===== src/rtl/core_pkg.sv =====
// Shared types and widths for the 9-bit core front end.
// Holds the fetch FSM encoding and the branch-offset sign extension.
package core_pkg;

    localparam int DEF_IW = 16;
    localparam int DEF_DW = 9;
    localparam int DEF_OW = 8;
    localparam int DEF_CW = 16;

    typedef enum logic [1:0] {
        IDLE,
        RUN,
        DONE
    } fetch_state_t;

    // Widened to 32 bits so callers truncate to their own PC width.
    function automatic logic [31:0] sext_off(
        input logic [DEF_OW-1:0] off
    );
        return {{(32-DEF_OW){off[DEF_OW-1]}}, off};
    endfunction

endpackage


===== src/rtl/fetch_sequencer_if.sv =====
// Host, instruction-memory and decoder signals of the fetch sequencer.
// master drives requests and memory data; slave is the sequencer.
interface fetch_sequencer_if
    import core_pkg::*;
#(
    parameter int IW = DEF_IW,
    parameter int DW = DEF_DW,
    parameter int CW = DEF_CW
) ();

    logic              Start;
    logic [IW-1:0]     StartAddr;
    logic              Stall;
    logic              HaltReq;
    logic              BranchEn;
    logic              BranchRel;
    logic [DEF_OW-1:0] BranchOffset;
    logic [IW-1:0]     BranchTarget;
    logic [DW-1:0]     InstIn;
    logic [IW-1:0]     InstAddress;
    logic [DW-1:0]     InstOut;
    logic              InstValid;
    logic              Done;
    logic [CW-1:0]     CycleCnt;

    modport master (
        output Start, StartAddr, Stall, HaltReq,
        output BranchEn, BranchRel, BranchOffset,
        output BranchTarget, InstIn,
        input  InstAddress, InstOut, InstValid,
        input  Done, CycleCnt
    );

    modport slave (
        input  Start, StartAddr, Stall, HaltReq,
        input  BranchEn, BranchRel, BranchOffset,
        input  BranchTarget, InstIn,
        output InstAddress, InstOut, InstValid,
        output Done, CycleCnt
    );

endinterface


===== src/rtl/pc_next.sv =====
// Combinational next-PC selector for the RUN state.
// Stall and halt both hold the PC; branches beat sequential step.
module pc_next
    import core_pkg::*;
#(
    parameter int IW = DEF_IW
) (
    input  logic [IW-1:0]     pc_i,
    input  logic              stall_i,
    input  logic              halt_i,
    input  logic              br_en_i,
    input  logic              br_rel_i,
    input  logic [DEF_OW-1:0] br_off_i,
    input  logic [IW-1:0]     br_tgt_i,
    output logic [IW-1:0]     pc_d_o
);

    logic [IW-1:0] rel_tgt;
    logic [IW-1:0] seq_tgt;

    assign rel_tgt = pc_i + IW'(sext_off(br_off_i));
    assign seq_tgt = pc_i + IW'(1);

    always_comb begin
        pc_d_o = seq_tgt;
        priority case (1'b1)
            stall_i:  pc_d_o = pc_i;
            halt_i:   pc_d_o = pc_i;
            br_en_i:  pc_d_o = br_rel_i ? rel_tgt : br_tgt_i;
            default:  pc_d_o = seq_tgt;
        endcase
    end

endmodule


===== src/rtl/fetch_sequencer.sv =====
// PC / fetch controller: Start-Done run handshake, branch/stall/halt,
// and a saturating RUN-cycle counter for benchmarking.
module fetch_sequencer
    import core_pkg::*;
#(
    parameter int IW = DEF_IW,
    parameter int CW = DEF_CW
) (
    input logic              CLK,
    input logic              Reset,
    fetch_sequencer_if.slave bus
);

    fetch_state_t  state_q, state_d;
    logic [IW-1:0] pc_q, pc_d, pc_step;
    logic [CW-1:0] cnt_q, cnt_d;
    logic          done_q, done_d;
    logic          start_q;
    logic          start_rise;
    logic          accept;
    logic          halt_take;

    assign start_rise = bus.Start & ~start_q;
    assign accept     = start_rise & (state_q != RUN);
    assign halt_take  = ~bus.Stall & bus.HaltReq;

    pc_next #(.IW(IW)) u_pc_next (
        .pc_i     (pc_q),
        .stall_i  (bus.Stall),
        .halt_i   (bus.HaltReq),
        .br_en_i  (bus.BranchEn),
        .br_rel_i (bus.BranchRel),
        .br_off_i (bus.BranchOffset),
        .br_tgt_i (bus.BranchTarget),
        .pc_d_o   (pc_step)
    );

    always_ff @(posedge CLK or negedge Reset) begin
        if (!Reset) begin
            state_q <= IDLE;
        end else begin
            state_q <= state_d;
        end
    end

    always_comb begin
        state_d = state_q;
        unique case (state_q)
            IDLE, DONE: if (start_rise) state_d = RUN;
            RUN:        if (halt_take) state_d = DONE;
            default:    state_d = IDLE;
        endcase
    end

    always_comb begin
        bus.InstAddress = pc_q;
        bus.InstOut     = bus.InstIn;
        bus.InstValid   = (state_q == RUN) & ~bus.Stall;
        bus.Done        = done_q;
        bus.CycleCnt    = cnt_q;
    end

    always_comb begin
        pc_d   = pc_q;
        cnt_d  = cnt_q;
        done_d = done_q;
        if (accept) begin
            pc_d   = bus.StartAddr;
            cnt_d  = '0;
            done_d = 1'b0;
        end else if (state_q == RUN) begin
            pc_d   = pc_step;
            // Saturate so long runs never read back as short ones.
            cnt_d  = (&cnt_q) ? cnt_q : cnt_q + CW'(1);
            if (halt_take) done_d = 1'b1;
        end
    end

    always_ff @(posedge CLK or negedge Reset) begin
        if (!Reset) begin
            pc_q    <= '0;
            cnt_q   <= '0;
            done_q  <= 1'b0;
            start_q <= 1'b0;
        end else begin
            pc_q    <= pc_d;
            cnt_q   <= cnt_d;
            done_q  <= done_d;
            start_q <= bus.Start;
        end
    end

endmodule

===== src/flat_wrapper.sv =====
// flat-port wrapper written by rule: the top's interface ports become plain ports
module fetch_sequencer_flat import core_pkg::*;
#(
    parameter int IW = DEF_IW,
    parameter int CW = DEF_CW
)
  (CLK, Reset, bus_Start, bus_StartAddr, bus_Stall, bus_HaltReq, bus_BranchEn, bus_BranchRel, bus_BranchOffset, bus_BranchTarget, bus_InstIn, bus_InstAddress, bus_InstOut, bus_InstValid, bus_Done, bus_CycleCnt);
  fetch_sequencer_if #(.IW(IW), .CW(CW)) bus_i ();
  input logic CLK;
  input logic Reset;
  input wire logic [$bits(bus_i.Start)-1:0] bus_Start;
  input wire logic [$bits(bus_i.StartAddr)-1:0] bus_StartAddr;
  input wire logic [$bits(bus_i.Stall)-1:0] bus_Stall;
  input wire logic [$bits(bus_i.HaltReq)-1:0] bus_HaltReq;
  input wire logic [$bits(bus_i.BranchEn)-1:0] bus_BranchEn;
  input wire logic [$bits(bus_i.BranchRel)-1:0] bus_BranchRel;
  input wire logic [$bits(bus_i.BranchOffset)-1:0] bus_BranchOffset;
  input wire logic [$bits(bus_i.BranchTarget)-1:0] bus_BranchTarget;
  input wire logic [$bits(bus_i.InstIn)-1:0] bus_InstIn;
  output wire logic [$bits(bus_i.InstAddress)-1:0] bus_InstAddress;
  output wire logic [$bits(bus_i.InstOut)-1:0] bus_InstOut;
  output wire logic [$bits(bus_i.InstValid)-1:0] bus_InstValid;
  output wire logic [$bits(bus_i.Done)-1:0] bus_Done;
  output wire logic [$bits(bus_i.CycleCnt)-1:0] bus_CycleCnt;
  assign bus_i.Start = bus_Start;
  assign bus_i.StartAddr = bus_StartAddr;
  assign bus_i.Stall = bus_Stall;
  assign bus_i.HaltReq = bus_HaltReq;
  assign bus_i.BranchEn = bus_BranchEn;
  assign bus_i.BranchRel = bus_BranchRel;
  assign bus_i.BranchOffset = bus_BranchOffset;
  assign bus_i.BranchTarget = bus_BranchTarget;
  assign bus_i.InstIn = bus_InstIn;
  assign bus_InstAddress = bus_i.InstAddress;
  assign bus_InstOut = bus_i.InstOut;
  assign bus_InstValid = bus_i.InstValid;
  assign bus_Done = bus_i.Done;
  assign bus_CycleCnt = bus_i.CycleCnt;
  fetch_sequencer #(.IW(IW), .CW(CW)) u_core (.CLK(CLK), .Reset(Reset), .bus(bus_i));
endmodule

===== config.mk =====
export PLATFORM = sky130hd
export DESIGN_NAME = fetch_sequencer_flat
export DESIGN_NICKNAME = d
export VERILOG_FILES = /design/src/rtl/core_pkg.sv /design/src/rtl/fetch_sequencer_if.sv /design/src/rtl/pc_next.sv /design/src/rtl/fetch_sequencer.sv /design/src/flat_wrapper.sv
export SDC_FILE = /design/constraint.sdc
export NUM_CORES = 1
export LEC_CHECK = 0
export BUFFER_PORTS_ARGS = -buffer_cell sky130_fd_sc_hd__buf_2
export CAP_MARGIN = 10
export CORE_MARGIN = 4
export CORE_UTILIZATION = 42
export CTS_CLUSTER_DIAMETER = 80
export CTS_CLUSTER_SIZE = 28
export DETAILED_ROUTE_END_ITERATION = 10
export GPL_TIMING_DRIVEN = 0
export PLACE_DENSITY = 0.71
export SYNTH_ARGS = -nofsm -noshare
export SYNTH_HDL_FRONTEND = slang
export SYNTH_SLANG_ARGS = --single-unit
export TNS_END_PERCENT = 10

===== constraint.sdc =====
create_clock -name CLK -period 2.6 [get_ports CLK]
set_clock_uncertainty 0.1 [all_clocks]
set_input_delay 0.26 -clock CLK [delete_from_list [all_inputs] [get_ports CLK]]
set_output_delay 0.26 -clock CLK [all_outputs]
set_load 0.02 [all_outputs]

**Word-level counts from Yosys, hierarchy flattened**

Cells that the tools add are included.

- Bits in registers: 36
- Input port bits: 56
- Output and inout bits: 43
- Logic and storage cells: 46

- $add $sub $neg: 3
- Equal/unequal tests: 8
- Multiplexer cells: 15
- Bitwise logic cells: 6
- Reduce and logical (&&, ||, !) cells: 9

Operator list:

| kind | number |
|---|---|
| $mux 16 | 9 |
| $add 16x1->16 const B | 2 |
| $add 16x16->16 | 1 |
| $reduce_and 16->1 | 1 |
| $ne 2x1->1 const B | 6 |
| $reduce_and 2->1 | 3 |
| $and 1x1->1 | 4 |
| $mux 2 | 2 |
| $pmux 2 s2 | 1 |
| $reduce_bool 2->1 | 2 |
| $mux 1 | 3 |
| $reduce_and 3->1 | 1 |
| $eq 2x1->1 const B | 1 |
| $eq 2x2->1 const B | 1 |
| $logic_not 2->1 | 1 |
| $not 1->1 | 2 |
| $reduce_or 2->1 | 1 |

**Longest topological paths before layout**

Gate-level depths: netlist of the first run.

- Word-level depth: 7
- Gate-level depth with buffers: 8

**By module**

Synthesis of the first run repeated with hierarchy kept, for this count alone.

- Cell total of the unflattened synthesis: 412
- Area, all modules: 3,349.5 um2

By module, submodules not included:

| module | times used | cells an instance | area each (um2) | seq. area each (um2) |
|---|---|---|---|---|
| fetch_sequencer | 1 | 194 | 1,906.8 | 900.9 |
| pc_next | 1 | 218 | 1,442.6 | 0.0 |

**Worst setup path before layout of the first run**

Ideal clock, no wire load.

- Kind: register to register
- Start point: register u_core.pc_q[0], in the netlist u_core.bus.InstAddress[0]
- End point: register u_core.pc_q[12], in the netlist u_core.bus.InstAddress[12]
- Setup time: 0.130 ns
- Arrival: 2.319 ns
- Data required time: 2.370 ns
- Slack: 0.050 ns
- Cell stages (with the launch flop): 8
- Path buffers: 0
- Cell sequence: dfrtp_1 ha_1 fa_1 a21o_1 a221oi_4 o21ai_1 a2111oi_2 o31ai_1

- Cells in the longest elaborated chain, start to end: 7
- Elaborated cells on any way between the ends: 8
- Those cells by class: add/sub: 2; mux: 6

RTL lines:

| element | RTL line | source |
|---|---|---|
| start, declared | fetch_sequencer.sv:15 | `logic [IW-1:0] pc_q, pc_d, pc_step;` |
| start signal, assigned | fetch_sequencer.sv:86 | `pc_q <= pc_d;` |
| $add 16x16->16 | pc_next.sv:21 | `assign rel_tgt = pc_i + IW'(sext_off(br_off_i));` |
| $mux 16 | pc_next.sv:29 | `br_en_i: pc_d_o = br_rel_i ? rel_tgt : br_tgt_i;` |
| $mux 16 (*) (3 in a row) | pc_next.sv:26 | `priority case (1'b1)` |
| $mux 16 (*) | fetch_sequencer.sv:71 | `end else if (state_q == RUN) begin` |
| $mux 16 (*) | fetch_sequencer.sv:67 | `if (accept) begin` |

Mark *: on every way between the ends. The rest lies on a longest branch, timed or not. The select of a mux whose other input is x is not followed.
A chain may end at the register's enable or synchronous reset.

**Worst setup path in the final report of the first run**

Ends and elaborated chain as after synthesis.

==> results.cfg, run 1 <==
[final_layout]
multi_input_area_um2 = 2120
utilization_pct = 54.1
seqCellArea_um2 = 902
antenna_cells = 0
n_fill_cell = 730
drive_gt1_share_pct = 26.2
area_delta_synth_final_pct = 24.4
nets = 573

[sta]
finalMaxSlewViolations = 0
setup_viol = 0
hold_viol = 0
fmax_mhz = 401
rsz0062_at_grt = no
period_share_pct = 96.0
max-slew-margin-rel_pct = 43.8
finalCriticalPeriod_ns = 2.50
worstMarginPinSlew_ns = 0.843
finalWorstSetupSlack_ns = 0.103

[clocking]
clkTransAtPathRegs_ns = 0.07
root_buffer = clkbuf_8
htreeDepth = 2
insertion_delay_ns = 0.29
cts_max_path_buffers = 2
numCtsBuffers = 5
clock_sink_count = 36
cts_tree = done

[logic_synthesis]
yosysTopAreaCellShare_pct = 28.4
synth_ff_type = dfrtp_1
synth-edff-count = 0
ys_types = 61
syn_area_um2 = 3170
synth_area_leaders = dfrtp_1 (28%), ha_1 (6.7%), nor2_1 (5.4%), xnor2_1 (4.7%), nand2_1 (4.6%)
seq_area_frac_synth_pct = 28.4
yosysTopAreaCell = dfrtp_1
async_flop_share_pct = 100
avgSynthCellArea_um2 = 7.98
syn_nets = 471
syn_inst = 397
synth_warnings = 0
synth-seq-cells = 36

[detailed_routing]
antenna_left = 0
routedWlPerCell_um = 15.9
num_vias = 3407
drt_iter0_markers = 226
wirelength_um = 9530
via_per_inst = 5.69
drc = 0
firstDrtPassIters = 5

[floorplanning]
row_count = 31
die_h_um = 94.9
ioPinCount = 99
die_area_um2 = 9000
coreArea_um2 = 7290
die_w_um = 94.9
start_util_pct = 43.5

[placement]
dp_hpwl_um = 7220
port_buffers = 88
pre_cts_slack_ns = -0.133
gp_congestion = 0.926

[outcome]
status = finished clean

[setup_path]
worstPathMaxFanout = 5
ff2ff_path_depth = 8
cp-start-kind = flip-flop
regToRegSetupSlack_ns = 0.10
crit_arrival_ns = 2.56
critPathKind = reg -> reg
endpoint = u_core.bus.InstAddress[12]
cp.required_ns = 2.67
r2r_start = u_core.bus.InstAddress[0]
crit_chain = ha_4, fa_2, a21o_1, a221oi_4, buf_4, o21ai_4, a2111oi_4, o31ai_1
critPathMaxStageDelay_ns = 0.46
worstSetupEndpointType = flip-flop
crit_slowest_cell = dfrtp_2
setup.worst_path.start = u_core.bus.InstAddress[0]
regToRegEndpoint = u_core.bus.InstAddress[12]

[power_and_ir_drop]
vdd_ir_drop_max_uv = 554
p_per_area_nw_per_um2 = 901
leakagePower_nw = 1.86

[grt]
grt_max_degree = 37
grt_pass1_vias = 3209
antenna_found_initial = 0
grt_pass1_wl_um = 15100
grt_usage_pct = 21.2
grt_overflow = 0

[flow_run]
maxCapViolCount = 0

[worst_hold_path]
holdCritPathClass = in -> reg
## synth_stat cells (3+ instances only)
| cell type | count |
|---|---|
| a211oi_1 | 5 |
| a21o_1 | 8 |
| a21oi_1 | 27 |
| a31oi_1 | 10 |
| and3_1 | 7 |
| and4_1 | 3 |
| buf_2 | 3 |
| buf_4 | 9 |
| clkbuf_1 | 12 |
| dfrtp_1 | 36 |
| ha_1 | 17 |
| inv_1 | 15 |
| mux2i_1 | 8 |
| nand2_1 | 39 |
| nand2b_1 | 5 |
| nand3_1 | 19 |
| nand4_1 | 7 |
| nor2_1 | 46 |
| nor3_1 | 6 |
| nor4_1 | 3 |
| o211ai_1 | 5 |
| o21ai_0 | 27 |
| o221ai_1 | 3 |
| o31ai_1 | 5 |
| or3_1 | 4 |
| xnor2_1 | 17 |
| xor2_1 | 8 |
## layout by cell type (no fill, tap or decap), types with 6 or more instances in the layout
cell type  count
xor2_1         8
mux2i_1        8
xnor2_1       17
a21o_1         8
and3_1         7
buf_4         14
nor3_1         6
buf_2         91
dfrtp_1       35
nor2_1        46
o21ai_0       26
clkbuf_1      13
a31oi_1       10
ha_1          15
nand4_1        7
inv_1         15
a21oi_1       27
nand3_1       19
nand2_1       39
## stage by stage
step	area, µm²	power, mW	instances	setup TNS (ns)	hold slack (ns)
final	3940	3.55	599	0	0.0720
after global routing	3940	3.82	599	0	0.0868
after CTS	3870	3.44	595	0	0.0696
after detailed placement	3730	2.91	584	-0.279	0.292
after global placement	3730	2.87	584	-0.170	0.287
after floorplan	3170	2.36	397	0	-0.136
## kinds of logic (layout without fill, tap and decap cells)
| family | Yosys count | after routing | share of synthesized area [%] |
|---|---|---|---|
| adders and majority gates | 18 | 18 | 7.34 |
| buffers and inverters | 41 | 144 | 6.04 |
| DFF | 36 | 36 | 28.4 |
| xor gates and xnor gates | 25 | 25 | 6.91 |
| and+or+nand+nor | 152 | 152 | 23.3 |
| AOI/OAI and AO/OA | 115 | 115 | 24.7 |
| muxes | 10 | 10 | 3.36 |
## critical path: cells and delay by family (launching register included)
kind | cells | cell delay (ns)
flip-flops | 1 | 0.46
AO/OA/AOI/OAI | 5 | 1.10
buffers and inverters | 1 | 0.19
adder cells (fa/ha/maj) | 2 | 0.52
## cell type report
type / count / share of cell area, %
tap: 99 / 3.14
buffer: 26 / 3.43
multi-input combinational: 320 / 53.8
clock inverter: 2 / 0.889
timing repair buffer: 95 / 12.6
inverter: 15 / 1.43
clock buffer: 6 / 1.84
sequential: 36 / 22.9
## how the worst min path moves through the flow
| stage | start | endpoint | slack (ns) | depth (start not counted) |
|---|---|---|---|---|
| after floorplan | Reset | u_core.bus.CycleCnt[0] | -0.14 | 0 |
| after global placement | bus_Start | u_core.start_q | 0.29 | 1 |
| after detailed placement | bus_Start | u_core.start_q | 0.29 | 1 |
| after CTS | bus_StartAddr[3] | u_core.bus.InstAddress[3] | 0.07 | 3 |
| after global routing | bus_StartAddr[1] | u_core.bus.InstAddress[1] | 0.09 | 3 |
| final | bus_StartAddr[3] | u_core.bus.InstAddress[3] | 0.07 | 3 |
## what timing repair did
item / in CTS / in global routing
setup endpoints to repair: 4 / 5
hold buffers: 2 / 0
pin swaps: 2 / 4
buffers inserted: 1 / 4
gates resized for setup: 2 / 8
hold endpoints to repair: 31 / 0
## state kept, by name (all words and copies together), names as in the netlist
signal	count
u_core.bus.CycleCnt	16
u_core.bus.InstAddress	16
u_core.state_q	2
u_core.bus.Done	1
u_core.start_q	1
## power breakdown
part           switching [mW]  internal, mW  total (mW)  leakage (nW)
Clock                   0.209         0.285       0.493        0.0552
Sequential              0.292         0.710        1.00         0.460
Combinational            1.21         0.848        2.06          1.34
## routing by layer
layer	routed length, µm	vias up	track usage, %
li1	-	1648	-
met1	4150	1588	28.3
met2	4420	149	35.1
met3	726	22	3.51
met4	235	0	6.25
met5	0	-	0
Power figures use the tool's default switching activity.
==> run 2, diff against run 1 <==
--- a/config.mk
+++ b/config.mk
@@ -8,12 +8,12 @@
 export BUFFER_PORTS_ARGS = -buffer_cell sky130_fd_sc_hd__buf_2
 export CAP_MARGIN = 10
 export CORE_MARGIN = 4
-export CORE_UTILIZATION = 42
+export CORE_UTILIZATION = 40
 export CTS_CLUSTER_DIAMETER = 80
 export CTS_CLUSTER_SIZE = 28
 export DETAILED_ROUTE_END_ITERATION = 10
 export GPL_TIMING_DRIVEN = 0
-export PLACE_DENSITY = 0.71
+export PLACE_DENSITY = 0.68
 export SYNTH_ARGS = -nofsm -noshare
 export SYNTH_HDL_FRONTEND = slang
 export SYNTH_SLANG_ARGS = --single-unit
==> results.cfg, run 2 (synthesis gave the netlist of run 1 again) <==
[outcome]
status = finished with violations
violations = hold timing

[detailed_routing]
firstDrtPassIters = 5
antenna_left = 0
drc = 0
drt_iter0_markers = 299
num_vias = 3399
wirelength_um = 9850
routedWlPerCell_um = 16.4
via_per_inst = 5.67

[sta]
fin_hold_ws_ns = -0.0294
finalMaxSlewViolations = 0
finalCriticalPeriod_ns = 2.50
setup_viol = 0
worstMarginPinSlew_ns = 0.836
rsz0062_at_grt = no
fmax_mhz = 400
hold_viol = 36
max-slew-margin-rel_pct = 44.3
setup_tns_ns = 0
period_share_pct = 96.1

[placement]
dp_cells = 587
gp_congestion = 0.916
postPlaceCellArea_um2 = 3740
dp_hpwl_um = 7540
port_buffers = 88

[clocking]
numCtsBuffers = 5
cts_max_path_buffers = 2
clock_sink_count = 36
clkTransAtPathRegs_ns = 0.07
cts_tree = done
htreeDepth = 2
insertion_delay_ns = 0.29
root_buffer = clkbuf_8

[flow_run]
maxCapViolCount = 0

[floorplanning]
die_h_um = 97.0
start_util_pct = 41.0
coreArea_um2 = 7730
ioPinCount = 99
die_area_um2 = 9410
row_count = 32
die_w_um = 97.0

[grt]
grt_max_degree = 37
antenna_found_initial = 0
grt_pass1_vias = 3174
grt_pass1_wl_um = 15600
grt_usage_pct = 20.1
grt_overflow = 0

[final_layout]
antenna_cells = 0
multi_input_area_um2 = 2080
layout_commonest_cell = buf_2
area_delta_synth_final_pct = 22.8
nets = 571
stdcell_count = 600
design_area_um2 = 3890
n_fill_cell = 801
drive_gt1_share_pct = 25.7
seqCellArea_um2 = 902
final_cell_mix = buf_2 (91), nor2_1 (46), nand2_1 (39)

[setup_path]
cp.required_ns = 2.71
worstSetupEndpointType = flip-flop
worstPathMaxFanout = 4
crit_arrival_ns = 2.61
critPathKind = reg -> reg
cp-start-kind = flip-flop

[power_and_ir_drop]
finalPower_mw = 3.51
vdd_ir_drop_max_uv = 470
leakagePower_nw = 1.85
p_per_area_nw_per_um2 = 901

[worst_hold_path]
holdCritPathClass = in -> async
## run 2: what timing repair did
| action | in CTS | in global routing |
|---|---|---|
| hold buffers | 1 | 0 |
| resized for setup | 2 | 1 |
| hold endpoints to repair | 1 | 0 |
| endpoints found under the setup margin | 4 | 3 |
| setup buffers | 2 | 2 |
| pin swaps | 1 | 4 |
## run 2: final timing paths
check,slack [ns],cells past startpoint,start,endpoint
worst max-delay path,0.10,9,u_core.bus.InstAddress[0],u_core.bus.InstAddress[6]
worst min-delay path,-0.03,1,Reset,u_core.bus.InstAddress[3]
worst max register to register,0.10,9,u_core.bus.InstAddress[0],u_core.bus.InstAddress[6]
worst min register to register,0.42,2,u_core.bus.Done,u_core.bus.Done
max in group asynchronous,1.86,1,Reset,u_core.bus.InstAddress[0]
min in group CLK,0.08,3,bus_StartAddr[3],u_core.bus.InstAddress[3]
## run 2: stage by stage
step / setup WS, ns / util [%]
5_1_grt: 0.00986 / 50.4
3_5_place_dp: -0.108 / 48.4
3_3_place_gp: -0.0760 / 48.4
2_1_floorplan: 0.0501 / -
6_report: 0.102 / 50.4
4_1_cts: 0.0326 / 50.1
## run 2: layout make-up
class,count,share of cell area (%)
clock buffers,6,1.86
repair buffers,93,12.3
multi-input cells,320,53.5
well taps,102,3.28
inverters,15,1.45
clock inverters,2,0.900
plain buffers,26,3.47
flip-flops and latches,36,23.2
## run 2: worst max-delay path, cell delays in order (launching register included)
cell and delay, ns:
dfrtp_2 0.42, ha_1 0.24, fa_2 0.36, a21o_1 0.22
a221oi_4 0.37, buf_4 0.17, buf_4 0.09, xnor2_1 0.13
o211ai_1 0.13, a31oi_1 0.19
## run 2: metal layers
| layer | GRT usage [%] | vias to the layer above | wire [µm] |
|---|---|---|---|
| met2 | 32.7 | 153 | 4620 |
| met1 | 26.9 | 1584 | 4340 |
| met5 | 0 | - | 0 |
| met3 | 4.04 | 17 | 703 |
| met4 | 5.83 | 0 | 191 |
| li1 | - | 1645 | - |
## run 2: power breakdown
part / total (mW) / internal, mW / switching, mW
Sequential: 0.992 / 0.710 / 0.282
Combinational: 2.02 / 0.820 / 1.20
Clock: 0.493 / 0.285 / 0.208
Total: 3.51 / 1.81 / 1.69
==> run 3, diff against run 2 <==
--- a/config.mk
+++ b/config.mk
@@ -7,7 +7,7 @@
 export LEC_CHECK = 0
 export BUFFER_PORTS_ARGS = -buffer_cell sky130_fd_sc_hd__buf_2
 export CAP_MARGIN = 10
-export CORE_MARGIN = 4
+export CORE_MARGIN = 3
 export CORE_UTILIZATION = 40
 export CTS_CLUSTER_DIAMETER = 80
 export CTS_CLUSTER_SIZE = 28
==> results.cfg, run 3 (synthesis gave the netlist of run 1 again) <==
[detailed_routing]
num_vias = 3353
drt_iter0_markers = 280
antenna_left = 0
wirelength_um = 9730
drc = 0
routedWlPerCell_um = 16.4
firstDrtPassIters = 5
via_per_inst = 5.64

[floorplanning]
row_count = 31
die_area_um2 = 9030
die_h_um = 95.0
die_w_um = 95.0
ioPinCount = 99
start_util_pct = 42.3
coreArea_um2 = 7490

[sta]
max-slew-margin-rel_pct = 45.0
rsz0062_at_grt = no
finalWorstSetupSlack_ns = 0.0963
period_share_pct = 96.3
worstMarginPinSlew_ns = 0.825
fmax_mhz = 399
finalCriticalPeriod_ns = 2.50
hold_viol = 0
finalMaxSlewViolations = 0
setup_viol = 0

[setup_path]
worstPathMaxFanout = 4
crit_slowest_cell = dfrtp_2
crit_chain = ha_1, fa_2, a21o_1, a221oi_4, o211ai_2, a21oi_2, a41oi_1, o41ai_2
crit_arrival_ns = 2.59
critPathKind = reg -> reg
critPathMaxStageDelay_ns = 0.43
cpLargestDelayFamily = compound AO/OA/AOI/OAI gates
regToRegSetupSlack_ns = 0.1
cp-start-kind = flip-flop
timing.critical_path.buf_inv = 0
cp.required_ns = 2.69
worstSetupEndpointType = flip-flop

[final_layout]
nets = 570
layout_commonest_cell = buf_2
antenna_cells = 0
area_delta_synth_final_pct = 23.1
drive_gt1_share_pct = 25.8
design_area_um2 = 3900
final_cell_mix = buf_2 (91), nor2_1 (46), nand2_1 (39)
stdcell_count = 595

[clocking]
insertion_delay_ns = 0.29
root_buffer = clkbuf_8
clkTransAtPathRegs_ns = 0.07
htreeDepth = 2
cts_max_path_buffers = 2
cts_tree = done
numCtsBuffers = 5
clock_sink_count = 36

[power_and_ir_drop]
p_per_area_nw_per_um2 = 892
power.share.combinational_pct = 58.6
leakagePower_nw = 1.84
p_int_mw = 1.76
swShare_pct = 49.4
finalPower_mw = 3.48
vdd_ir_drop_max_uv = 542
p_seq_share_pct = 28.9
power.switching_mw = 1.72
clkPwrFrac_pct = 12.6

[grt]
grt_max_degree = 37
grt_usage_pct = 21.6
grt_overflow = 0
antenna_found_initial = 0
grt_pass1_vias = 3053
grt_pass1_wl_um = 15200

[outcome]
status = finished clean

[flow_run]
maxCapViolCount = 0

[placement]
dp_cells = 584
pre_cts_slack_ns = -0.0998
port_buffers = 88
gp_congestion = 0.908
dp_hpwl_um = 7420
postPlaceCellArea_um2 = 3730

[worst_hold_path]
holdCritPathClass = in -> reg
[run 3: changes by cell type in the layout (fill, tap and decap cells not counted)]
cell,change
a2111oi_4,+1
o21ai_2,-1
clkinv_2,-1
o21ai_4,+1
dlygate4sd3_1,+1
clkbuf_8,+2
clkbuf_1,-1
buf_4,-2
bufinv_16,-1
a21oi_1,-1
a21oi_2,+1
a2111oi_0,-1
[run 3: worst paths after layout]
path	from	endpoint	depth (start not counted)
setup / recovery	u_core.bus.InstAddress[0]	u_core.bus.InstAddress[14]	8
hold / removal	bus_StartAddr[4]	u_core.bus.InstAddress[4]	3
setup reg to reg	u_core.bus.InstAddress[0]	u_core.bus.InstAddress[14]	8
hold reg to reg	u_core.bus.Done	u_core.bus.Done	2
max in group asynchronous	Reset	u_core.bus.InstAddress[0]	2
min in group asynchronous	Reset	u_core.bus.InstAddress[4]	2
[run 3: power by group through the flow]
stage                     combinational (mW)  sequential, mW  clock (mW)
after global routing                    2.23            1.03       0.474
after CTS                               1.98           0.995       0.443
final                                   2.04            1.00       0.437
after detailed placement                1.93            1.01           0
after global placement                  1.90            1.00           0
after floorplan                         1.26            1.10           0
[run 3: timing repair]
action | CTS | global route
setup buffers | 2 | 0
hold buffers | 2 | 0
pin swaps | 1 | 4
gates cloned | 0 | 0
endpoints found under the hold margin | 12 | 0
resized for setup | 2 | 6
setup endpoints to repair | 4 | 3
[run 3: per-stage QoR]
stage                     setup TNS, ns  hold WS [ns]  utilization [%]
final                                 0        0.0799             52.1
after global routing                  0        0.0855             52.1
after global placement           -0.193         0.287             49.9
after detailed placement         -0.243         0.289             49.9
after floorplan                       0        -0.136                -
after CTS                             0        0.0765             51.7
[run 3: cell type report]
cell class	count	area, µm²
Fill cell	746	3580
Multi-Input combinational cell	320	2110
Sequential cell	36	902
Timing Repair Buffer	92	475
Buffer	26	135
Tap cell	99	124
Clock buffer	7	96.3
Inverter	15	56.3
[run 3: per-layer routing]
layer	vias up	GRT usage, %	part of all wire [%]
met3	18	3.47	7.5
met2	149	32.6	45
li1	1637	-	-
met4	0	7.81	2.0
met5	-	0	0
met1	1549	31.0	46
[run 3: worst register-to-register path, stage by stage (launching register included)]
cell and delay [ns]:
dfrtp_2 0.43, ha_1 0.23, fa_2 0.36, a21o_1 0.21
a221oi_4 0.39, o211ai_2 0.16, a21oi_2 0.14, a41oi_1 0.08
o41ai_2 0.31
